[src/rtl/svfloat_msb_pipe.sv]
// svfloat_msb_pipe: pipelined MSB/LSB bit finder and normaliser.
// Finds the highest (or lowest) set bit of the operand at the input, then
// carries index, zero-count, zero flag, normalised operand and tag through
// `stages` elastic register slices with valid/ready flow control.
module svfloat_msb_pipe #(
    parameter int width  = 32,
    parameter int exp    = $clog2(width),
    parameter int stages = 2,
    parameter int tag_w  = 1
) (
    input  logic              clk,
    input  logic              rst_n,
    input  logic              clr,
    input  logic              in_valid,
    output logic              in_ready,
    input  logic [width-1:0]  in_raw,
    input  logic              in_lsb,
    input  logic [tag_w-1:0]  in_tag,
    output logic              out_valid,
    input  logic              out_ready,
    output logic [exp-1:0]    out_idx,
    output logic [exp:0]      out_cnt,
    output logic              out_zero,
    output logic [width-1:0]  out_norm,
    output logic [tag_w-1:0]  out_tag
);

    localparam int cw = exp + 1;

    // Position of the found bit, -1 when the operand is zero. In MSB mode the
    // last set bit seen wins, in LSB mode the first one does.
    function automatic int find_pos(input logic [width-1:0] raw, input logic lsb);
        int pos;
        pos = -1;
        for (int i = 0; i < width; i++) begin
            if (raw[i] && (!lsb || pos < 0)) begin
                pos = i;
            end
        end
        return pos;
    endfunction

    int                f_pos;
    logic              f_zero;
    logic [exp-1:0]    f_idx;
    logic [cw-1:0]     f_cnt;
    logic [width-1:0]  f_norm;

    logic              run;
    logic              in_fire;
    logic [stages-1:0] adv;

    logic [stages-1:0] vld_p;
    logic [exp-1:0]    idx_p  [stages];
    logic [cw-1:0]     cnt_p  [stages];
    logic              zero_p [stages];
    logic [width-1:0]  norm_p [stages];
    logic [tag_w-1:0]  tag_p  [stages];

    // Find and normalise the incoming operand.
    always_comb begin
        f_pos  = find_pos(in_raw, in_lsb);
        f_zero = (f_pos < 0);
        f_idx  = '0;
        f_cnt  = cw'(width);
        f_norm = '0;
        if (!f_zero) begin
            f_idx  = exp'(f_pos);
            f_cnt  = in_lsb ? cw'(f_pos) : cw'(width - 1 - f_pos);
            f_norm = in_lsb ? (in_raw >> f_cnt) : (in_raw << f_cnt);
        end
    end

    // A slice advances when it, or any slice downstream of it, is empty, or
    // when the consumer takes the output; this lets bubbles collapse.
    always_comb begin
        logic full;
        adv = '0;
        for (int k = 0; k < stages; k++) begin
            full = 1'b1;
            for (int j = k; j < stages; j++) begin
                full = full & vld_p[j];
            end
            adv[k] = !full || out_ready;
        end
    end

    assign in_ready = run && !clr && adv[0];
    assign in_fire  = in_valid && in_ready;

    // Pipeline slices: valid bits follow the advance chain, payload loads
    // only when a valid transaction actually moves in.
    always_ff @(posedge clk or negedge rst_n) begin
        if (!rst_n) begin
            run   <= 1'b0;
            vld_p <= '0;
            for (int k = 0; k < stages; k++) begin
                idx_p[k]  <= '0;
                cnt_p[k]  <= '0;
                zero_p[k] <= 1'b0;
                norm_p[k] <= '0;
                tag_p[k]  <= '0;
            end
        end else begin
            run <= 1'b1;
            if (clr) begin
                vld_p <= '0;
            end else begin
                if (adv[0]) begin
                    vld_p[0] <= in_fire;
                end
                for (int k = 1; k < stages; k++) begin
                    if (adv[k]) begin
                        vld_p[k] <= vld_p[k-1];
                    end
                end
            end
            // stage 0: capture the find result
            if (in_fire) begin
                idx_p[0]  <= f_idx;
                cnt_p[0]  <= f_cnt;
                zero_p[0] <= f_zero;
                norm_p[0] <= f_norm;
                tag_p[0]  <= in_tag;
            end
            // stages 1..N-1: shift payload forward
            for (int k = 1; k < stages; k++) begin
                if (!clr && adv[k] && vld_p[k-1]) begin
                    idx_p[k]  <= idx_p[k-1];
                    cnt_p[k]  <= cnt_p[k-1];
                    zero_p[k] <= zero_p[k-1];
                    norm_p[k] <= norm_p[k-1];
                    tag_p[k]  <= tag_p[k-1];
                end
            end
        end
    end

    assign out_valid = vld_p[stages-1];
    assign out_idx   = idx_p[stages-1];
    assign out_cnt   = cnt_p[stages-1];
    assign out_zero  = zero_p[stages-1];
    assign out_norm  = norm_p[stages-1];
    assign out_tag   = tag_p[stages-1];

endmodule

[config.mk]
export PLATFORM = sky130hd
export DESIGN_NAME = svfloat_msb_pipe
export DESIGN_NICKNAME = d
export VERILOG_FILES = /design/src/rtl/svfloat_msb_pipe.sv
export SDC_FILE = /design/constraint.sdc
export NUM_CORES = 1
export LEC_CHECK = 0
export BUFFER_PORTS_ARGS = -buffer_cell sky130_fd_sc_hd__clkbuf_2
export CAP_MARGIN = 20
export CORE_AREA = 8 8 134 136
export CTS_CLUSTER_DIAMETER = 150
export CTS_CLUSTER_SIZE = 10
export DETAILED_ROUTE_END_ITERATION = 6
export DIE_AREA = 0 0 142 144
export PLACE_DENSITY = 0.81
export RECOVER_POWER = 50
export SYNTH_ARGS = -nofsm -noshare
export SYNTH_HDL_FRONTEND = slang
export SYNTH_SLANG_ARGS = --single-unit
[constraint.sdc]
create_clock -name clk -period 4.9 [get_ports clk]
set_input_delay 0.98 -clock clk [delete_from_list [all_inputs] [get_ports clk]]
set_output_delay 0.98 -clock clk [all_outputs]
set_load 0.02 [all_outputs]
==> results of run 1 <==
==> worst max path at each step <==
stage | slack, ns | end | cells past startpoint | from
after floorplan | 0.73 | norm_p[57]$_DFFE_PN0P_ | 12 | in_lsb
after global placement | 0.16 | norm_p[53]$_DFFE_PN0P_ | 12 | in_raw[28]
after detailed placement | 0.17 | norm_p[35]$_DFFE_PN0P_ | 15 | in_lsb
after CTS | 0.49 | norm_p[35]$_DFFE_PN0P_ | 15 | in_lsb
after global routing | 0.20 | norm_p[53]$_DFFE_PN0P_ | 13 | in_lsb
final | 0.25 | norm_p[53]$_DFFE_PN0P_ | 14 | in_raw[0]
==> worst max-delay path, delay by kind of cell <==
family | cells | cell delay (ns)
AO/OA/AOI/OAI | 10 | 3.17
AND/OR/NAND/NOR | 2 | 0.38
buffers and inverters | 2 | 0.35
==> per-layer routing <==
layer  vias to the layer above  global-route usage  part of all wire
met5                         -                   0                 0
met4                         0               0.204             0.063
met3                       221              0.0948              0.14
met2                       978               0.578              0.42
met1                      4947               0.495              0.38
li1                       4590                   -                 -
==> power groups by stage <==
stage          registers (µW)  logic, µW  clock network [µW]
2_1_floorplan            1010       1080                   0
3_3_place_gp             1030       1450                   0
3_5_place_dp             1040       1460                   0
4_1_cts                  1030       1470                 804
5_1_grt                  1050       1580                 843
6_report                 1030       1510                 806
==> Yosys cell counts (all sizes together), types with 4 or more instances <==
library cell / number / area share
nor2b: 4 / 0.0027
dfrtp: 91 / 0.24
nand4: 23 / 0.017
a211oi: 20 / 0.016
a311o: 4 / 0.0043
nand2b: 10 / 0.0067
mux2: 52 / 0.063
a21oi: 91 / 0.050
nand2: 128 / 0.052
a31oi: 19 / 0.013
o211ai: 27 / 0.022
a22o: 5 / 0.0047
a21boi: 6 / 0.0052
o21a: 8 / 0.0066
o311ai: 8 / 0.0075
a22oi: 14 / 0.012
a32o: 14 / 0.015
a2111oi: 9 / 0.0093
nor2: 86 / 0.036
o221ai: 6 / 0.0056
clkbuf: 62 / 0.025
o22ai: 17 / 0.011
and2: 4 / 0.0027
mux2i: 61 / 0.065
o41ai: 8 / 0.0099
or3: 4 / 0.0027
o31ai: 8 / 0.0064
buf: 96 / 0.072
nor4: 14 / 0.017
o32ai: 6 / 0.0056
or4: 7 / 0.0068
o31a: 6 / 0.0056
o2111ai: 7 / 0.0066
inv: 20 / 0.0081
a221oi: 12 / 0.012
a211o: 4 / 0.0038
and3: 8 / 0.0054
or2: 5 / 0.0034
nor3: 35 / 0.020
nand3: 46 / 0.025
o21ai: 91 / 0.053
a41oi: 5 / 0.0047
==> flip-flops by register name, indices dropped and copies added, names as in the netlist <==
| name | count |
|---|---|
| run | 1 |
| norm_p | 32 |
| out_idx | 5 |
| tag_p | 1 |
| idx_p | 5 |
| out_norm | 32 |
| cnt_p | 6 |
| out_cnt | 6 |
| out_tag | 1 |
| vld_p | 2 |
==> kinds of logic (layout without fill, tap and decap cells) <==
kind of cell           count (synthesis)  in the layout  synth area share
AO/OA/AOI/OAI                        419            419             0.313
AND/OR/NAND/NOR                      380            380             0.204
buffers and inverters                179            241             0.105
multiplexers                         115            115             0.133
flip-flops                            91             91             0.244
other                                  1              1          0.000402
==> through the flow <==
stage	setup slack, ns	total power [µW]	instances
floorplan	0.730	2080	1185
global placement	0.157	2480	1451
detailed placement	0.169	2510	1451
CTS	0.485	3310	1467
global route	0.195	3480	1467
finish	0.248	3350	1467
==> final cells by class <==
cell class              count  area, µm²  share of cell area
multi-input cells         915       6110               0.583
flip-flops and latches     91       2280               0.217
repair buffers            204       1390               0.132
well taps                 220        275              0.0263
clock buffers               9        225              0.0215
clock inverters             7        121              0.0116
inverters                  21       78.8             0.00752
==> results.md, run 1 <==
* CTS tree: yes
* Rows at 47
* Number of global-route vias before repair at 9,977
* Final min period at 4.65 ns
* Worst Hold Launch: norm_p[63]$_DFFE_PN0P_
* Share of power burned in registers at 0.308
* Share of flip-flops with an asynchronous set or reset at 1.00
* Post-Syn Area at 9320 µm²
* Cell Chain, Critical Path: clkbuf_2 -> buf_4 -> nand2b_1 -> a211oi_1 -> o21ai_0 -> a31oi_1 -> or4_4 -> a21oi_1 -> o21ai_0 -> a21oi_1 -> a32oi_1 -> o2bb2ai_1 -> a32o_1 -> a31o_1
* Cell-internal power at 1970 µW
* FF-to-FF Start: vld_p[1]$_DFFE_PN0P_
* Logic pwr share at 0.451
* Hold Fails Final Rpt at 0
* First-pass GRT wire length at 60,300 µm
* Die width at 142 µm
* Worst Path Required at 5.14 ns
* Critical path peak fanout at 7
* Total core area at 16,100 µm²
* FF-to-FF path depth at 8
* Die area at 20,400 µm²
* # port buffers at 85
* Setup Viol. Count Final at 0
* Worst-skew pair later-pin latency at 0.35 ns
* H-tree lvl count at 3
* Seq/Total Area, Yosys at 0.244
* Rel. slew slack at -0.902
* Synthesis Warnings at 0
* Post-synthesis register bit count at 91
* Util after Layout at 0.653
* Fill count at 1,419
* Ratio of cells with drive above 1 in the final layout at 0.233
* Diodes inserted at 0
* Final Hold Slack at 0.481 ns
* GRT Overall Usage at 0.382
* Area after DPL at 10,200 µm²
* Routed via count at 10,700
* Final period util at 0.949
* Drt pass-1 iters at 6
* Hold Crit Depth at 1
* Initial antenna violation count at 0
* CTS clk-pin slew, worst paths at 0.07 ns
* Worst Max-Slew Pin Slew at 2.85 ns
* CP arrival at 4.89 ns
* Critical path class: in2reg
* Clock power share at 0.241
* Layout Skew at 0.00884 ns
* Worst r2r dst: norm_p[55]$_DFFE_PN0P_
* Largest net degree at the start of global routing at 58
* Post-synth top flop: dfrtp_1
* Number of synthesized flops with an enable pin at 0
* WL per Instance at 27.0 µm
* Hold_buf cts at 0
* Startpoint Class: input port
* # Post-CTS Setup Buffers at 0
* Gpl congestion at 1.13
* Die height at 144 µm
* CP Capture Type: register
* Clock Sinks at 91
* NetSw at 1380 µW
* Most common library cell in the layout ignoring fill and taps: nand2_1
* Slowest cell delay on critical path at 0.69 ns
* Failing checks: max-capacitance violations, max-slew violations
* Yosys cell types at 92
* Final WL at 39,600 µm
* Syn avg cell area at 7.87 µm²
* Net count, final at 1,281
* Hold/Removal Path Class: reg2reg
* Fin area at 10,500 µm²
* Slowest cell on crit path: o21ai_0
* Total grt overflow at 0
* Initial Util at 0.581
* MaxCap Viol Count at 1
* Via density at 7.32
* Commonest non-fill, non-tap cells in the layout: nand2_1, buf_4, dfrtp_1, a21oi_1, nor2_1
* Max clock buf depth at 2
* R2R Setup Slk at 1.96 ns
* Peak VDD IR at 253 µV
* CTS root buf: clkbuf_16
* Slew Limit Fails at 55
* RSZ-0062 raised after global routing: no
* Leakage at 0.00442 µW
* Syn_nets at 1,224
* Fin Setup TNS at 0 ns
* HPWL Detailed at 29,700 µm
* DRC Markers at 0
* FMAX at 215 MHz
* Cell area power density at 320 nW/µm²
* Synthesis-to-finish area growth at 12.4%
* Initial drt markers at 2,114
* Routed Antenna Nets at 0
* Inserted Clock Buffers at 9
* Post-Synthesis Cells at 1,185
* # resized after CTS at 0
* Status: finished with violations
* Ports at 86
* Hold Path End: norm_p[63]$_DFFE_PN0P_
* Sw frac at 0.412
Power figures use the tool's default switching activity.
==> inputs of run 2 (changes only) <==
--- a/config.mk
+++ b/config.mk
@@ -6,7 +6,7 @@
 export NUM_CORES = 1
 export LEC_CHECK = 0
 export BUFFER_PORTS_ARGS = -buffer_cell sky130_fd_sc_hd__clkbuf_2
-export CAP_MARGIN = 20
+export CAP_MARGIN = 40
 export CORE_AREA = 8 8 134 136
 export CTS_CLUSTER_DIAMETER = 150
 export CTS_CLUSTER_SIZE = 10
==> constraint.sdc (replaced) <==
create_clock -name clk -period 4.9 [get_ports clk]
set_input_delay 0.98 -clock clk [delete_from_list [all_inputs] [get_ports clk]]
set_output_delay 0.98 -clock clk [all_outputs]
set_load 0.1 [all_outputs]
==> run 2 against run 1 <==
The flow still finishes with violations (max-capacitance violations, max-slew violations). Die area stayed put. Non-clock buffer count stayed put. Count of clock-buffer cells in the layout stayed put. Fmax is 0.93% higher. Hold slack worse by 0.00065 ns. Clock power hardly changed. Cell area is 0.18% higher. Sequential power hardly changed. Critical path type unchanged. Critical endpoint unchanged.
==> results.md, run 2 (synthesized netlist as in run 1, its figures left out) <==
* End point of the critical path: norm_p[53]$_DFFE_PN0P_
* Fill count at 1,404 (-1.1%)
* Critical path peak fanout at 7 (unchanged)
* # Post-CTS Setup Buffers at 0 (unchanged)
* Fin Setup TNS at 0 ns (unchanged)
* Slowest cell on crit path: o21ai_0
* CP Capture Type: register
* Crit path depth at 14 (unchanged)
* FF-to-FF Start: vld_p[1]$_DFFE_PN0P_
* Hold Fails Final Rpt at 0 (unchanged)
* Routed Antenna Nets at 0 (unchanged)
* CTS root buf: clkbuf_16
* Worst-skew pair later-pin latency at 0.34 ns (about the same)
* Initial Util at 0.581 (unchanged)
* Total grt overflow at 0 (unchanged)
* R2R Setup Slk at 1.84 ns (-0.12 ns)
* Crit path max-delay family: compound AO/OA/AOI/OAI gates
* Routed via count at 10,800 (+0.73%)
* Inserted Clock Buffers at 9 (unchanged)
* FMAX at 217 MHz (+0.93%)
* Hold_buf cts at 0 (unchanged)
* Slowest cell delay on critical path at 0.66 ns (-0.03 ns)
* Final min period at 4.61 ns (-0.0427 ns)
* First-pass GRT wire length at 60,300 µm (unchanged)
* Gpl congestion at 1.13 (unchanged)
* Die width at 142 µm (unchanged)
* Rel. slew slack at -0.908 (-0.00577)
* Most common library cell in the layout ignoring fill and taps: nand2_1
* Setup Viol. Count Final at 0 (unchanged)
* Commonest non-fill, non-tap cells in the layout: nand2_1, buf_4, dfrtp_1, a21oi_1, clkbuf_2
* WL per Instance at 26.9 µm (-0.13%)
* Cell area power density at 385 nW/µm² (+20%)
* Placed Cells at 1,451 (unchanged)
* Ratio of cells with drive above 1 in the final layout at 0.249 (+0.0160)
* # port buffers at 85 (unchanged)
* Crit path buffers/inverters at 2 (unchanged)
* Critical path startpoint: in_raw[0]
* Drt pass-1 iters at 6 (unchanged)
* Post-route insts no fill at 1,467 (unchanged)
* Failing checks: max-capacitance violations, max-slew violations
* Initial antenna violation count at 0 (unchanged)
* DRC Markers at 0 (unchanged)
* Initial drt markers at 2,120 (+0.28%)
* Worst r2r dst: out_norm[21]$_DFFE_PN0P_
* Critical path class: in2reg
* Rows at 47 (unchanged)
* MaxCap Viol Count at 2 (+1)
* Final WL at 39,500 µm (-0.13%)
* Die height at 144 µm (unchanged)
* Leakage at 0.00448 µW (+1.5%)
* Status: finished with violations
* Hold/Removal Path Class: reg2reg
* Max clock buf depth at 2 (unchanged)
* Clock Sinks at 91 (unchanged)
* Total core area at 16,100 µm² (unchanged)
* Number of global-route vias before repair at 9,977 (unchanged)
* Peak VDD IR at 293 µV (+16%)
* CP arrival at 4.84 ns (-0.05 ns)
* HPWL Detailed at 29,700 µm (unchanged)
* Worst Max-Slew Pin Slew at 2.86 ns (+0.00865 ns)
* Via density at 7.37 (+0.73%)
* Ports at 86 (unchanged)
* Diodes inserted at 0 (unchanged)
* Multi-input gate area at 6110 µm² (about the same)
* Layout Skew at 0.00817 ns (-0.000665 ns)
* Largest net degree at the start of global routing at 58 (unchanged)
* CTS tree: yes
* Slew Limit Fails at 100 (+82%)
* GRT Overall Usage at 0.382 (unchanged)
* Final period util at 0.941 (-0.00872)
* # resized after CTS at 0 (unchanged)
* RSZ-0062 raised after global routing: no
* Seq. cell area at 2280 µm² (unchanged)
* CTS clk-pin slew, worst paths at 0.07 ns (about the same)
* Startpoint Class: input port
* Cell Chain, Critical Path: clkbuf_2 -> buf_4 -> nand2b_1 -> a211oi_1 -> o21ai_0 -> a31oi_1 -> or4_4 -> a21oi_1 -> o21ai_0 -> a21oi_1 -> a32oi_1 -> o2bb2ai_1 -> a32o_1 -> a31o_1
* H-tree lvl count at 3 (unchanged)
* Die area at 20,400 µm² (unchanged)
* Synthesis-to-finish area growth at 12.6%
* FF-to-FF path depth at 4 (-4)
* Net count, final at 1,281 (unchanged)
* Worst Path Required at 5.13 ns (about the same)
-- run 2: how the worst min path moves through the flow --
stage / slack, ns / endpoint / cells past startpoint / startpoint
after global placement: 0.46 / norm_p[63]$_DFFE_PN0P_ / 1 / norm_p[63]$_DFFE_PN0P_
final: 0.48 / norm_p[63]$_DFFE_PN0P_ / 1 / norm_p[63]$_DFFE_PN0P_
after CTS: 0.48 / norm_p[63]$_DFFE_PN0P_ / 1 / norm_p[63]$_DFFE_PN0P_
after global routing: 0.51 / norm_p[63]$_DFFE_PN0P_ / 1 / norm_p[63]$_DFFE_PN0P_
after detailed placement: 0.46 / norm_p[63]$_DFFE_PN0P_ / 1 / norm_p[63]$_DFFE_PN0P_
after floorplan: 0.44 / cnt_p[10]$_DFFE_PN0P_ / 2 / cnt_p[10]$_DFFE_PN0P_
-- run 2: where the power goes --
group | total [µW] | internal, µW | switching, µW | leakage (µW)
Combinational | 2200 | 553 | 1650 | 0.00314
Clock | 806 | 502 | 304 | 0.000170
Sequential | 1030 | 927 | 106 | 0.00117
Total | 4040 | 1980 | 2060 | 0.00448
-- run 2: area by class of cell --
| type | instances | area share |
|---|---|---|
| Clock buffer | 9 | 0.0215 |
| Sequential cell | 91 | 0.217 |
| Timing Repair Buffer | 204 | 0.134 |
| Tap cell | 220 | 0.0262 |
| Inverter | 21 | 0.00751 |
| Clock inverter | 7 | 0.0116 |
| Multi-Input combinational cell | 915 | 0.582 |
-- run 2: through the flow --
| stage | instance area (µm²) | util | power [µW] | worst slack (ns) | hold WS [ns] |
|---|---|---|---|---|---|
| final | 10500 | 0.654 | 4040 | 0.291 | 0.480 |
| after global routing | 10500 | 0.654 | 4170 | 0.195 | 0.511 |
| after CTS | 10500 | 0.655 | 3990 | 0.485 | 0.479 |
| after detailed placement | 10200 | 0.633 | 3180 | 0.169 | 0.464 |
| after global placement | 10200 | 0.633 | 3160 | 0.157 | 0.456 |
| after floorplan | 9320 | - | 2770 | 0.730 | 0.438 |
-- run 2: routing by layer --
layer	wire (µm)	track usage
met1	14800	0.495
met2	16800	0.578
met3	5380	0.0948
met4	2510	0.204
met5	0	0
==> inputs of run 3 (changes only) <==
--- a/config.mk
+++ b/config.mk
@@ -7,12 +7,14 @@
 export LEC_CHECK = 0
 export BUFFER_PORTS_ARGS = -buffer_cell sky130_fd_sc_hd__clkbuf_2
 export CAP_MARGIN = 40
-export CORE_AREA = 8 8 134 136
+export CELL_PAD_IN_SITES_DETAIL_PLACEMENT = 0
+export CELL_PAD_IN_SITES_GLOBAL_PLACEMENT = 1
+export CORE_AREA = 8 8 147 149
 export CTS_CLUSTER_DIAMETER = 150
 export CTS_CLUSTER_SIZE = 10
 export DETAILED_ROUTE_END_ITERATION = 6
-export DIE_AREA = 0 0 142 144
-export PLACE_DENSITY = 0.81
+export DIE_AREA = 0 0 155 157
+export PLACE_DENSITY = 0.87
 export RECOVER_POWER = 50
 export SYNTH_ARGS = -nofsm -noshare
 export SYNTH_HDL_FRONTEND = slang
==> run 3 against run 2 <==
The run still ends with max-capacitance violations, max-slew violations left. Sequential cell count did not move. Hold slack lost 0.0081 ns. Count of clock-buffer cells in the layout grew 1. Clock power is 6.7% lower. Critical endpoint is now norm_p[54]$_DFFE_PN0P_. Largest power group unchanged.
==> results.md, run 3 (synthesized netlist as in run 1, its figures left out) <==
* CP Capture Type: register
* FF-to-FF Start: vld_p[1]$_DFFE_PN0P_
* HPWL Detailed at 32,000 µm (+8.0%)
* Fin Setup TNS at 0 ns (unchanged)
* Worst-skew pair later-pin latency at 0.34 ns (about the same)
* Commonest non-fill, non-tap cells in the layout: buf_4, nand2_1, dfrtp_1, a21oi_1, nor2_1
* Net count, final at 1,300 (+1.5%)
* Cell area power density at 376 nW/µm² (-2.4%)
* GRT Overall Usage at 0.335 (-0.0469)
* Worst r2r dst: out_norm[25]$_DFFE_PN0P_
* Routed via count at 10,600 (-1.6%)
* Initial Util at 0.485 (-0.0953)
* Slew Limit Fails at 40 (-60%)
* Setup Viol. Count Final at 0 (unchanged)
* H-tree lvl count at 3 (unchanged)
* Seq. cell area at 2280 µm² (unchanged)
* Leakage at 0.00454 µW (+1.1%)
* Peak VDD IR at 181 µV (-38%)
* Rows at 51 (+8.5%)
* Post-route insts no fill at 1,532 (+4.4%)
* Multi-input gate area at 6110 µm² (unchanged)
* Layout Skew at 0.0108 ns (+0.00259 ns)
* Critical path class: in2reg
* Via density at 6.95 (-5.7%)
* # Post-CTS Setup Buffers at 0 (unchanged)
* Total core area at 19,200 µm² (+20%)
* Final Worst Setup Slack at 0.222 ns (-0.0693 ns)
* Startpoint Class: input port
* Initial antenna violation count at 1 (+1)
* Max clock buf depth at 2 (unchanged)
* Initial drt markers at 1,682 (-21%)
* Routed Antenna Nets at 0 (unchanged)
* Largest net degree at the start of global routing at 58 (unchanged)
* FMAX at 214 MHz (-1.5%)
* Worst Hold Launch: norm_p[42]$_DFFE_PN0P_
* Failing checks: max-capacitance violations, max-slew violations
* Worst Path Required at 5.12 ns (about the same)
* Hold Crit Depth at 2 (+1)
* Die area at 24,300 µm² (+19%)
* Most common library cell in the layout ignoring fill and taps: buf_4
* Fill count at 1,823 (+30%)
* First-pass GRT wire length at 62,700 µm (+4.0%)
* Util after Layout at 0.556 (-0.0973)
* Total Power at 4020 µW (-0.63%)
* WL per Instance at 27.2 µm (+1.1%)
* # port buffers at 85 (unchanged)
* Hold Path End: norm_p[42]$_DFFE_PN0P_
* Inserted Clock Buffers at 9 (unchanged)
* Final period util at 0.955 (+0.0141)
* Die height at 157 µm (+9.0%)
* Ratio of cells with drive above 1 in the final layout at 0.250 (+0.000996)
* CTS tree: yes
* R2R Setup Slk at 2.18 ns (+0.34 ns)
* MaxCap Viol Count at 1 (-1)
* Die width at 155 µm (+9.2%)
* Final min period at 4.68 ns (+0.0693 ns)
* Synthesis-to-finish area growth at 14.6%
* CP arrival at 4.90 ns (+0.06 ns)
* Gpl congestion at 1.06 (-6.7%)
* Hold_buf cts at 0 (unchanged)
* CTS root buf: clkbuf_16
* Critical path peak fanout at 21 (+14)
* FF-to-FF path depth at 4 (unchanged)
* Hold Fails Final Rpt at 0 (unchanged)
* Status: finished with violations
* CTS clk-pin slew, worst paths at 0.06 ns (about the same)
* Final WL at 41,700 µm (+5.6%)
* Number of global-route vias before repair at 9,937 (-0.40%)
* DRC Markers at 0 (unchanged)
* Drt pass-1 iters at 6 (unchanged)
* Total grt overflow at 0 (unchanged)
* Ports at 86 (unchanged)
* Rel. slew slack at -0.358 (+0.550)
* Clock Sinks at 91 (unchanged)
* Placed Cells at 1,515 (+4.4%)
* Hold/Removal Path Class: reg2reg
* Post-place setup slack at 0.0261 ns (-0.143 ns)
* RSZ-0062 raised after global routing: no
* # resized after CTS at 0 (unchanged)
* Worst Max-Slew Pin Slew at 2.04 ns (-0.825 ns)
-- run 3: how the worst max path moves through the flow --
| stage | end | cells after the start | startpoint |
|---|---|---|---|
| after floorplan | norm_p[57]$_DFFE_PN0P_ | 12 | in_lsb |
| after global placement | norm_p[42]$_DFFE_PN0P_ | 15 | in_raw[11] |
| after detailed placement | norm_p[54]$_DFFE_PN0P_ | 14 | in_raw[4] |
| after CTS | norm_p[54]$_DFFE_PN0P_ | 14 | in_raw[4] |
| after global routing | norm_p[46]$_DFFE_PN0P_ | 14 | in_raw[4] |
| final | norm_p[54]$_DFFE_PN0P_ | 14 | in_raw[4] |
-- run 3: where the power goes --
part	switching [µW]	internal, µW	leakage (µW)
Combinational	1670	570	0.00321
Sequential	102	927	0.00117
Clock	298	454	0.000155
-- run 3: layer usage --
metal  track usage  part of all wire  vias up
met2         0.523              0.44      826
met3        0.0713              0.11      155
li1              -                 -     4631
met1         0.432              0.40     5032
met4         0.169             0.052        2
met5             0           0.00031        -
-- run 3: cell type report --
type	count	share of cell area
multi-input cells	915	0.571
flip-flops and latches	91	0.213
repair buffers	223	0.147
well taps	265	0.0310
clock buffers	10	0.0214
clock inverters	6	0.00901
inverters	21	0.00738
diodes	1	0.000234
-- run 3: critical path, stage by stage --
cell       delay, ns
clkbuf_2        0.13
or4_4           0.57
o21ai_4         0.19
o21ai_0         0.12
a21oi_1         0.37
o22ai_1         0.15
buf_4           0.18
o21ai_4         0.37
buf_4           0.39
nor2_1          0.18
buf_4           0.18
a2111oi_2       0.54
a21oi_1         0.28
o41ai_2         0.26
-- run 3: per-stage QoR --
| step | instance area, µm² | hold WS, ns |
|---|---|---|
| 6_report | 10700 | 0.472 |
| 5_1_grt | 10700 | 0.489 |
| 4_1_cts | 10700 | 0.477 |
| 3_5_place_dp | 10400 | 0.461 |
| 3_3_place_gp | 10400 | 0.458 |
| 2_1_floorplan | 9320 | 0.438 |
